<file path="src/rtl/hazard_pkg.sv">
// Shared opcode constants, multiplier FSM state type and source-usage helpers.
// Used by hazard_ctrl and mul_stall_fsm.
package hazard_pkg;

  localparam logic [6:0] OP_LOAD   = 7'b0000011;
  localparam logic [6:0] OP_RTYPE  = 7'b0110011;
  localparam logic [6:0] OP_STORE  = 7'b0100011;
  localparam logic [6:0] OP_BRANCH = 7'b1100011;
  localparam logic [6:0] OP_LUI    = 7'b0110111;
  localparam logic [6:0] OP_AUIPC  = 7'b0010111;
  localparam logic [6:0] OP_JAL    = 7'b1101111;

  localparam logic [6:0] FUNCT7_MULDIV = 7'b0000001;

  typedef enum logic {
    IDLE = 1'b0,
    BUSY = 1'b1
  } mul_state_e;

  function automatic logic uses_rs1(input logic [6:0] op);
    return !(op == OP_LUI || op == OP_AUIPC || op == OP_JAL);
  endfunction

  function automatic logic uses_rs2(input logic [6:0] op);
    return (op == OP_RTYPE || op == OP_STORE || op == OP_BRANCH);
  endfunction

endpackage

</file>
<file path="src/rtl/mul_stall_fsm.sv">
// Multiplier occupancy tracker: holds EX for MUL_LATENCY-1 cycles per MUL.
// Outputs combinational from state/cnt/ex_is_mul; all outputs forced low in reset.
module mul_stall_fsm
  import hazard_pkg::*;
#(
  parameter int MUL_LATENCY = 4
) (
  input  logic clk,
  input  logic rst,
  input  logic ex_is_mul,
  output logic mul_start,
  output logic mul_stall
);

  // First stall cycle is spent in IDLE, so BUSY counts the remaining L-2.
  localparam logic [3:0] CNT_INIT = (MUL_LATENCY > 1) ? 4'(MUL_LATENCY - 2) : 4'd0;

  mul_state_e state, state_nxt;
  logic [3:0] cnt, cnt_nxt;

  always_ff @(posedge clk) begin
    if (rst) begin
      state <= IDLE;
      cnt   <= 4'd0;
    end else begin
      state <= state_nxt;
      cnt   <= cnt_nxt;
    end
  end

  always_comb begin
    state_nxt = state;
    cnt_nxt   = cnt;
    mul_start = 1'b0;
    mul_stall = 1'b0;
    if (!rst) begin
      case (state)
        IDLE: begin
          if (ex_is_mul) begin
            mul_start = 1'b1;
            if (MUL_LATENCY > 1) begin
              mul_stall = 1'b1;
              state_nxt = BUSY;
              cnt_nxt   = CNT_INIT;
            end
          end
        end
        BUSY: begin
          if (cnt != 4'd0) begin
            mul_stall = 1'b1;
            cnt_nxt   = cnt - 4'd1;
          end else begin
            state_nxt = IDLE;
          end
        end
        default: state_nxt = IDLE;
      endcase
    end
  end

endmodule

</file>
<file path="src/rtl/hazard_ctrl.sv">
// ID/EX hazard control: load-use bubble, branch flush, multiplier hold; combinational outputs.
// Optional HAZARD_PERF_CNT_EN adds stall/mul/flush cycle counters.
module hazard_ctrl
  import hazard_pkg::*;
#(
  parameter int MUL_LATENCY = 4
) (
  input  logic        clk,
  input  logic        rst,
  input  logic [31:0] id_inst,
  input  logic [31:0] ex_inst,
  input  logic        ex_jb_taken,
  output logic        stall,
  output logic        jb,
  output logic        mul_stall,
  output logic        mul_start,
  output logic        pc_en,
  output logic        id_en
`ifdef HAZARD_PERF_CNT_EN
  ,
  output logic [31:0] perf_lu_cycles,
  output logic [31:0] perf_mul_cycles,
  output logic [31:0] perf_flushes
`endif
);

  logic       ex_is_load;
  logic       ex_is_mul;
  logic [4:0] ex_rd;
  logic [6:0] id_op;
  logic       lu;
  logic       unused_bits;

  assign ex_is_load = (ex_inst[6:0] == OP_LOAD);
  assign ex_is_mul  = (ex_inst[6:0] == OP_RTYPE) && (ex_inst[31:25] == FUNCT7_MULDIV);
  assign ex_rd      = ex_inst[11:7];
  assign id_op      = id_inst[6:0];

  assign lu = ex_is_load && (ex_rd != 5'd0) &&
              ((uses_rs1(id_op) && id_inst[19:15] == ex_rd) ||
               (uses_rs2(id_op) && id_inst[24:20] == ex_rd));

  assign unused_bits = ^{id_inst[31:25], id_inst[14:7], ex_inst[24:12]};

  mul_stall_fsm #(
    .MUL_LATENCY(MUL_LATENCY)
  ) u_mul_fsm (
    .clk       (clk),
    .rst       (rst),
    .ex_is_mul (ex_is_mul),
    .mul_start (mul_start),
    .mul_stall (mul_stall)
  );

  // A taken branch under a MUL hold is a protocol error and is dropped.
  assign jb    = !rst && ex_jb_taken && !mul_stall;
  assign stall = !rst && lu && !jb && !mul_stall;
  assign pc_en = !rst && (jb || !(stall || mul_stall));
  assign id_en = pc_en;

`ifdef HAZARD_PERF_CNT_EN
  always_ff @(posedge clk) begin
    if (rst) begin
      perf_lu_cycles  <= 32'd0;
      perf_mul_cycles <= 32'd0;
      perf_flushes    <= 32'd0;
    end else begin
      if (stall)     perf_lu_cycles  <= perf_lu_cycles + 32'd1;
      if (mul_stall) perf_mul_cycles <= perf_mul_cycles + 32'd1;
      if (jb)        perf_flushes    <= perf_flushes + 32'd1;
    end
  end
`endif

endmodule

</file>
<file path="config.mk">
export PLATFORM = sky130hd
export DESIGN_NAME = hazard_ctrl
export DESIGN_NICKNAME = d
export VERILOG_FILES = /design/src/rtl/hazard_pkg.sv /design/src/rtl/mul_stall_fsm.sv /design/src/rtl/hazard_ctrl.sv
export SDC_FILE = /design/constraint.sdc
export NUM_CORES = 1
export LEC_CHECK = 0
export ABC_AREA = 0
export CAP_MARGIN = 40
export CORE_AREA = 2 2 56 47
export DETAILED_ROUTE_END_ITERATION = 12
export DIE_AREA = 0 0 58 49
export PLACE_DENSITY = 0.86
export SLEW_MARGIN = 20
export SYNTH_ARGS = -nofsm -noshare
export SYNTH_HDL_FRONTEND = slang
export SYNTH_HIERARCHICAL = 1
export SYNTH_SLANG_ARGS = --single-unit
</file>
<file path="constraint.sdc">
create_clock -name clk -period 4.3 [get_ports clk]
set_clock_uncertainty 0.05 [all_clocks]
set_input_delay 0.86 -clock clk [delete_from_list [all_inputs] [get_ports clk]]
set_output_delay 0.86 -clock clk [all_outputs]
set_load 0.005 [all_outputs]
</file>
---- Word level (Yosys, flattened, before mapping) ----
Cells that the tools add are included.
operators by class
  add/subtract/negate cells ............... 1
  bitwise gates (word level) .............. 1
  muxes and demuxes ....................... 9
  reductions and logical operators ........ 26
  equal/unequal tests ..................... 13
operators by type and width
  kind                   number
  $eq A7 B6 Y1 const B   4
  $eq A7 B7 Y1 const B   2
  $logic_and A1 B1 Y1    11
  $eq A5 B5 Y1           2
  $mux W4                2
  $pmux W4 S2            1
  $eq A7 B1 Y1 const B   1
  $eq A7 B2 Y1 const B   1
  $eq A7 B5 Y1 const B   1
  $logic_or A1 B1 Y1     7
  $logic_not A1 Y1       5
  $mux W1                5
  $reduce_bool A5 Y1     1
  $ne A2 B2 Y1 const B   2
  $reduce_bool A4 Y1     1
  $sub A4 B1 Y4 const B  1
  $pmux W1 S2            1
  $reduce_and A2 Y1      1
  $not A1 Y1             1
storage, ports and cells
  input bits .............................. 67
  output and inout port bits .............. 6
  word-level logic and storage cells ...... 52
  register bits after elaboration ......... 5

---- Depth between registers and ports, before layout ----
Gate-level depths: netlist of the first run.
  word-level depth ........................ 14
  mapped depth ............................ 11
  mapped depth without buffers ............ 10

---- Modules after synthesis ----
The synthesis of the first run kept the hierarchy.
by module, submodules not included
  module         cells each  instances  area an instance (um^2)
  mul_stall_fsm  29          1          255.2
  hazard_ctrl    37          1          246.5

---- Least setup slack after synthesis of the first run ----
No wires, ideal clock.
  path kind ............................... input port to output port
  from .................................... in ex_inst[3]
  to ...................................... out pc_en
  setup slack ............................. 533 ps
  stages .................................. 10
  data arrival time ....................... 2857 ps
  required time ........................... 3390 ps
  path through ............................ or4_1 > nor3_1 > nand2b_1 > a21oi_1 > nor2_1 > and2_1 > nor4_1 > nand2_1 > o21a_1 > buf_4
on the way
  cells in the longest elaborated chain, start to end .. 14
ends and longest elaborated chain
  element                           line                 source
  from (decl)                       hazard_ctrl.sv:11    input logic [31:0] ex_inst,
  $eq A7 B6 Y1 *                    hazard_ctrl.sv:35    assign ex_is_mul = (ex_inst[6:0] == OP_RTYPE) && (ex_inst[31:25] == FUNCT7_MULDIV);
  $logic_and A1 B1 Y1 *             hazard_ctrl.sv:35
  named net ex_is_mul               hazard_ctrl.sv:28    logic ex_is_mul;
  $mux W1 *                         mul_stall_fsm.sv:39  if (ex_is_mul) begin
  $pmux W1 S2 *                     mul_stall_fsm.sv:37  case (state)
  $mux W1 *                         mul_stall_fsm.sv:36  if (!rst) begin
  named net mul_stall               hazard_ctrl.sv:15    output logic mul_stall,
  $logic_not A1 Y1 *                hazard_ctrl.sv:56    assign jb = !rst && ex_jb_taken && !mul_stall;
  $logic_and A1 B1 Y1 *             hazard_ctrl.sv:56
  named net jb                      hazard_ctrl.sv:14    output logic jb,
  $logic_not A1 Y1                  hazard_ctrl.sv:57    assign stall = !rst && lu && !jb && !mul_stall;
  $logic_and A1 B1 Y1 (2 in a row)  hazard_ctrl.sv:57
  $logic_or A1 B1 Y1                hazard_ctrl.sv:58    assign pc_en = !rst && (jb || !(stall || mul_stall));
  $logic_not A1 Y1                  hazard_ctrl.sv:58
  $logic_or A1 B1 Y1 *              hazard_ctrl.sv:58
  $logic_and A1 B1 Y1 *             hazard_ctrl.sv:58
  to (decl)                         hazard_ctrl.sv:17    output logic pc_en,
Mark *: on every way through the listed nets, which the timed path passes. The rest lies on a longest branch.

---- Final worst setup path of the first run ----
  from .................................... in ex_inst[3]
  to ...................................... out stall
on the way
  cells in the longest elaborated chain, start to end .. 10
ends and longest elaborated chain
  element                line                                  source
  $eq A7 B6 Y1 *         hazard_ctrl.sv:35
  $logic_and A1 B1 Y1 *  hazard_ctrl.sv:35
  named net ex_is_mul    hazard_ctrl.sv:28
  $mux W1 *              mul_stall_fsm.sv:39
  $pmux W1 S2 *          mul_stall_fsm.sv:37
  $mux W1 *              mul_stall_fsm.sv:36
  $logic_not A1 Y1 *     hazard_ctrl.sv:56, hazard_ctrl.sv:57
  $logic_and A1 B1 Y1    hazard_ctrl.sv:56
  $logic_not A1 Y1       hazard_ctrl.sv:57
  $logic_and A1 B1 Y1    hazard_ctrl.sv:57
  $logic_and A1 B1 Y1 *  hazard_ctrl.sv:57
  to (decl)              hazard_ctrl.sv:13                     output logic stall,
Marked as above.

==> results of run 1 <==
-- cells in the mapped netlist --
cell / n
nand3b_1: 2
or3b_2: 1
xor2_1: 6
nand2_1: 4
nand2b_1: 3
and2_1: 1
nor3_1: 4
or3b_1: 1
nand3_1: 4
and4_1: 1
a311oi_1: 1
or3_1: 1
a21oi_1: 5
nor2_1: 3
a41oi_1: 1
xnor2_1: 4
buf_4: 1
ha_1: 2
o21a_1: 1
inv_1: 4
o31ai_1: 1
nor4_1: 3
dfxtp_1: 5
o21ai_0: 2
or4_1: 1
or4b_1: 1
o2111ai_1: 1
nor3b_1: 2
-- power by group --
group / switching, mW / leakage (nW) / total [mW] / internal, mW
Combinational: 0.0171 / 0.332 / 0.0589 / 0.0419
Sequential: 0.000000920 / 0.0402 / 0.0465 / 0.0465
Clock: 0.0177 / 0.0150 / 0.0527 / 0.0350
Total: 0.0348 / 0.387 / 0.158 / 0.123
-- metal layers --
metal	vias up	share of wire
met5	-	0
met4	0	0.016
met3	2	0.055
met2	23	0.54
met1	316	0.39
li1	352	-
-- layout by cell type, fill, tap and decap left out, types with 2 or more instances in the layout --
cell | synthesis | routed
ha_1 | 2 | 2
clkbuf_4 | 0 | 3
nand3b_1 | 2 | 2
nand2b_1 | 3 | 3
a21oi_1 | 5 | 4
clkdlybuf4s50_1 | 0 | 41
o21ai_0 | 2 | 2
nor2_1 | 3 | 3
buf_4 | 1 | 7
nand2_1 | 4 | 4
dfxtp_1 | 5 | 5
xnor2_1 | 4 | 4
nor4_1 | 3 | 2
nor3b_1 | 2 | 2
inv_1 | 4 | 4
xor2_1 | 6 | 6
nor3_1 | 4 | 3
nand3_1 | 4 | 4
-- metrics by stage --
stage,util,TNS [ps]
6_report,0.4607,0
5_1_grt,0.4607,-11.33
4_1_cts,0.4547,0
3_5_place_dp,0.4332,-475.4
3_3_place_gp,0.4332,-416.5
2_1_floorplan,-,0
-- worst max-delay path, cell delays in order --
cell and delay [ps]:
clkdlybuf4s50_1 410, or4_4 540, nor3_2 120, nand2b_1 100, a21oi_2 140, nor2_1 80
and2_4 180, nor4_2 130, nand2_1 110, buf_4 150, nor3_1 170, clkdlybuf4s15_1 240
-- sequential cells by signal, indices dropped and copies added, names as in the netlist --
name and flops:
u_mul_fsm/state 1, u_mul_fsm/cnt 4
-- final timing paths --
| kind | slack (ps) | start | cells past startpoint | end |
|---|---|---|---|---|
| worst max-delay path | 160 | ex_inst[3] | 12 | stall |
| worst min-delay path | 460 | u_mul_fsm/cnt[2]$_SDFFE_PP0P_ | 2 | u_mul_fsm/cnt[2]$_SDFFE_PP0P_ |
| worst max register to register | 2700 | u_mul_fsm/cnt[1]$_SDFFE_PP0P_ | 7 | u_mul_fsm/state$_DFF_P_ |
| worst min register to register | 460 | u_mul_fsm/cnt[2]$_SDFFE_PP0P_ | 2 | u_mul_fsm/cnt[2]$_SDFFE_PP0P_ |
-- cells by family (layout without fill, tap and decap cells) --
| family | Yosys count | count (layout) | share of synthesized area |
|---|---|---|---|
| AOI/OAI and AO/OA | 12 | 12 | 0.1521 |
| xor gates and xnor gates | 10 | 10 | 0.1746 |
| adders and majority gates | 2 | 2 | 0.04987 |
| buffers and inverters | 5 | 59 | 0.04488 |
| DFF | 5 | 5 | 0.1995 |
| and+or+nand+nor | 32 | 32 | 0.3791 |
-- cell type report --
cell class                      count  share of cell area
Timing Repair Buffer               51              0.4620
Inverter                            4             0.01404
Clock buffer                        4             0.02456
Sequential cell                     5             0.09357
Tap cell                           27             0.03158
Multi-Input combinational cell     56              0.3743
-- repair_timing --
action / in CTS / in global routing
pin swaps: 1 / 2
gates resized for setup: 6 / 3
endpoints found under the setup margin: 3 / 3
gates cloned: 0 / 0
setup buffers: 1 / 1
==> flow_summary.ini, run 1 <==
[outcome]
status = finished clean

[logic_synthesis]
syn_nets = 135
syn_inst = 66
syn-cell-area_um2 = 501.7
avgSynthCellArea_um2 = 7.602
synth_top_area_cell = dfxtp_1
synth_seq_cells = 5
synth_top_area_share = 0.1995
ys_seq_area_frac = 0.1995
yosysWarnings = 6
synth.area.top_cells = dfxtp_1 20%, xor2_1 10%, xnor2_1 7.0%
ys_types = 28

[placed_design]
gp_congestion = 0.8124
place_area_um2 = 1006
io_buffers = 44
dpl.cell_count = 141
hpwl_mm = 1.425
pre_cts_slack_ps = -192.2

[critical_path]
critical_path_class = in2out
crit_path_start_kind = input pin
path_max_fanout = 2
worstPathRequired_ps = 3390
crit_arrival_ps = 3230
cp-end-kind = output pin

[sta]
tightestPinTransition_ps = 430.0
period_share = 0.9622
fin_ws_ps = 162.7
hold_slack_ps = 457.6
setup_viol = 0
fmax_mhz = 241.7
slew_violations = 0
timing.slew.headroom = 0.7103
hold_viol = 0
period_needed_ps = 4137

[finish]
fin_nets = 190
drive_gt1_frac = 0.1333
multi_input_area_um2 = 400.4
instances_no_fill = 147
regArea_um2 = 100.1
stdcell_area_um2 = 1070
num-fill-cells = 222
area_delta_synth_final_pct = 113.2
antennaDiodeCount = 0

[die]
die-height_um = 49
core_um2 = 2322
die_x_um = 58
num_rows = 16
dieArea_um2 = 2842
ios = 73
start_util = 0.2161

[grt]
grt_usage = 0.1341
grt_pass1_vias = 753
grt_max_degree = 10
globalRouteMet3Util = 0.01326
grt_overflow = 0
gr-usage-met1 = 0.1429
grt.busiest_layer = met2
grt_first_pass_wirelength_mm = 3.029
antenna_found_initial = 0
met2_usage = 0.2595

[routing]
firstDrtPassIters = 3
via_count = 693
drcViolationCount = 0
ant_nets = 0
first_iter_violations = 3
wirelength_mm = 1.720
wl_per_cell_um = 11.70
viasPerCell = 4.714

[pwr]
p_per_area_nw_per_um2 = 147.8
power_mw = 0.1582
leakage_nw = 0.3874
peakVddDrop_mv = 0.1133

[flow_run]
max_cap_viol_count = 0

[clocking]
cts.sinks = 5
tritoncts = built
cts-root-buf = clkbuf_4
htree_levels = 1
postCtsHoldBufs = 0
numCtsBuffers = 3
clk_latency_ps = 230
path_clk_slew_ps = 40
clockBufferDepth = 2

[worst_hold_path]
hold_path_class = reg2reg
Note: power is estimated with default switching activity, not from simulation.
==> inputs of run 2 (changes only) <==
Settings changed: CORE_AREA 2 2 56 47 to 5 5 59 50, DIE_AREA 0 0 58 49 to 0 0 64 55.
==> run 2 against run 1 <==
Compared with the run above:
- via count grew 1.3%
- largest power group unchanged
- sequential power hardly changed
- clock power up 5.5%
- cell area fell by 2.1%
- hold slack worse by 5.6 ps
- non-clock buffer count down 2
- routed wire length rose by 4.0%
- critical path type unchanged
- sequential share of layout area grew 0.20 points
- global-route usage is 2.5 points lower
- sequential cell count unchanged
==> flow_summary.ini, run 2 (synthesized netlist as in run 1, its figures left out) <==
[routing]
first_iter_violations = 7
firstDrtPassIters = 4
via_count = 702
wl_per_cell_um = 12.33
viasPerCell = 4.841
drcViolationCount = 0
wirelength_mm = 1.788
ant_nets = 0

[critical_path]
critical_path_class = in2out
timing.rr.start = u_mul_fsm/cnt[0]$_SDFFE_PP0P_
crit_path_start_kind = input pin
startpoint = ex_inst[3]
cp-end-kind = output pin
path_max_fanout = 2
crit_arrival_ps = 3190
worstPathRequired_ps = 3390

[placed_design]
gp_congestion = 0.7503
dpl.cell_count = 141
io_buffers = 44
pre_cts_slack_ps = -194.5
hpwl_mm = 1.530

[pwr]
p_per_area_nw_per_um2 = 152.7
peakVddDrop_mv = 0.08471
leakage_nw = 0.3718
power_mw = 0.1599

[sta]
hold_slack_ps = 452.0
period_needed_ps = 4103
timing.slew.headroom = 0.7371
slew_violations = 0
tns_ps = 0
setup_viol = 0
fin_ws_ps = 196.9
hold_viol = 0
tightestPinTransition_ps = 390.3
period_share = 0.9542
fmax_mhz = 243.7
grt_setup_unrepaired = false

[finish]
regArea_um2 = 100.1
top_register = u_mul_fsm/cnt
largest_reg_flops = 4
final_common_cell = clkdlybuf4s50_1
fin_nets = 188
area_delta_synth_final_pct = 108.7
top_regs = u_mul_fsm/cnt (4), u_mul_fsm/state (1)
drive_gt1_frac = 0.1102
layout_common_cells = 41 x clkdlybuf4s50_1, 6 x xor2_1, 5 x buf_4, 5 x dfxtp_1
multi_input_area_um2 = 397.9
instances_no_fill = 145
antennaDiodeCount = 0
num-fill-cells = 222

[clocking]
numCtsBuffers = 3
htree_levels = 1
path_clk_slew_ps = 50
clk_latency_ps = 250
tritoncts = built
clockBufferDepth = 2
cts.sinks = 5
postCtsHoldBufs = 0
cts-root-buf = clkbuf_4

[grt]
grt_first_pass_wirelength_mm = 2.918
grt_pass1_vias = 725
grt_overflow = 0
met2_usage = 0.2007
grt.busiest_layer = met2
grt_max_degree = 10
globalRouteMet3Util = 0.02828
grt_usage = 0.1088
gr-usage-met1 = 0.1055
antenna_found_initial = 0

[die]
start_util = 0.2142
core_um2 = 2342
die-height_um = 55
ios = 73
die_x_um = 64
dieArea_um2 = 3520
num_rows = 16

[worst_hold_path]
hold_path_class = reg2reg
worstHoldStart = u_mul_fsm/cnt[3]$_SDFFE_PP0P_

[flow_run]
max_cap_viol_count = 0

[outcome]
status = finished clean
run 2: changes by cell type in the layout (fill, tap and decap cells not counted):
cell / previous run / this run
and2_4: 1 / 0
and2_1: 0 / 1
buf_4: 7 / 5
dlymetal6s2s_1: 1 / 0
clkdlybuf4s15_1: 1 / 0
dlygate4sd2_1: 1 / 3
run 2: final cells by class:
type | instances | area share
Sequential cell | 5 | 0.09558
Clock buffer | 4 | 0.02509
Inverter | 4 | 0.01434
Multi-Input combinational cell | 56 | 0.3799
Timing Repair Buffer | 49 | 0.4528
Tap cell | 27 | 0.03226
run 2: worst paths after layout:
path | end | cells after the start | slack [ps]
max | id_en | 11 | 200
max reg2reg | u_mul_fsm/cnt[2]$_SDFFE_PP0P_ | 5 | 2820
min | u_mul_fsm/cnt[3]$_SDFFE_PP0P_ | 2 | 450
min reg2reg | u_mul_fsm/cnt[3]$_SDFFE_PP0P_ | 2 | 450
run 2: worst max-delay path: stages:
cell	delay [ps]
clkdlybuf4s50_1	390
or4_4	540
nor3_2	190
nand2b_1	100
a21oi_2	150
nor2_1	80
and2_1	200
nor4_2	140
nand2_1	100
o21a_1	190
dlygate4sd2_1	260
run 2: metal layers:
layer	routed length (µm)	part of all wire
met5	0	0
met4	47	0.026
met3	125	0.070
met2	934	0.52
met1	681	0.38
run 2: repair_timing:
action	4_1_cts	5_1_grt
setup buffers	0	0
gates resized for setup	7	0
setup endpoints to repair	3	0
run 2: metrics by stage:
| stage | cell area [µm²] | utilization |
|---|---|---|
| 6_report | 1047 | 0.4471 |
| 5_1_grt | 1047 | 0.4471 |
| 4_1_cts | 1047 | 0.4471 |
| 3_5_place_dp | 1006 | 0.4295 |
| 3_3_place_gp | 1006 | 0.4295 |
| 2_1_floorplan | 501.7 | - |
run 2: power breakdown:
group / leakage, nW / total (mW) / switching (mW) / internal [mW]
Clock: 0.0150 / 0.0556 / 0.0204 / 0.0351
Combinational: 0.317 / 0.0578 / 0.0166 / 0.0412
Sequential: 0.0402 / 0.0465 / 0.00000101 / 0.0465
Total: 0.372 / 0.160 / 0.0370 / 0.123
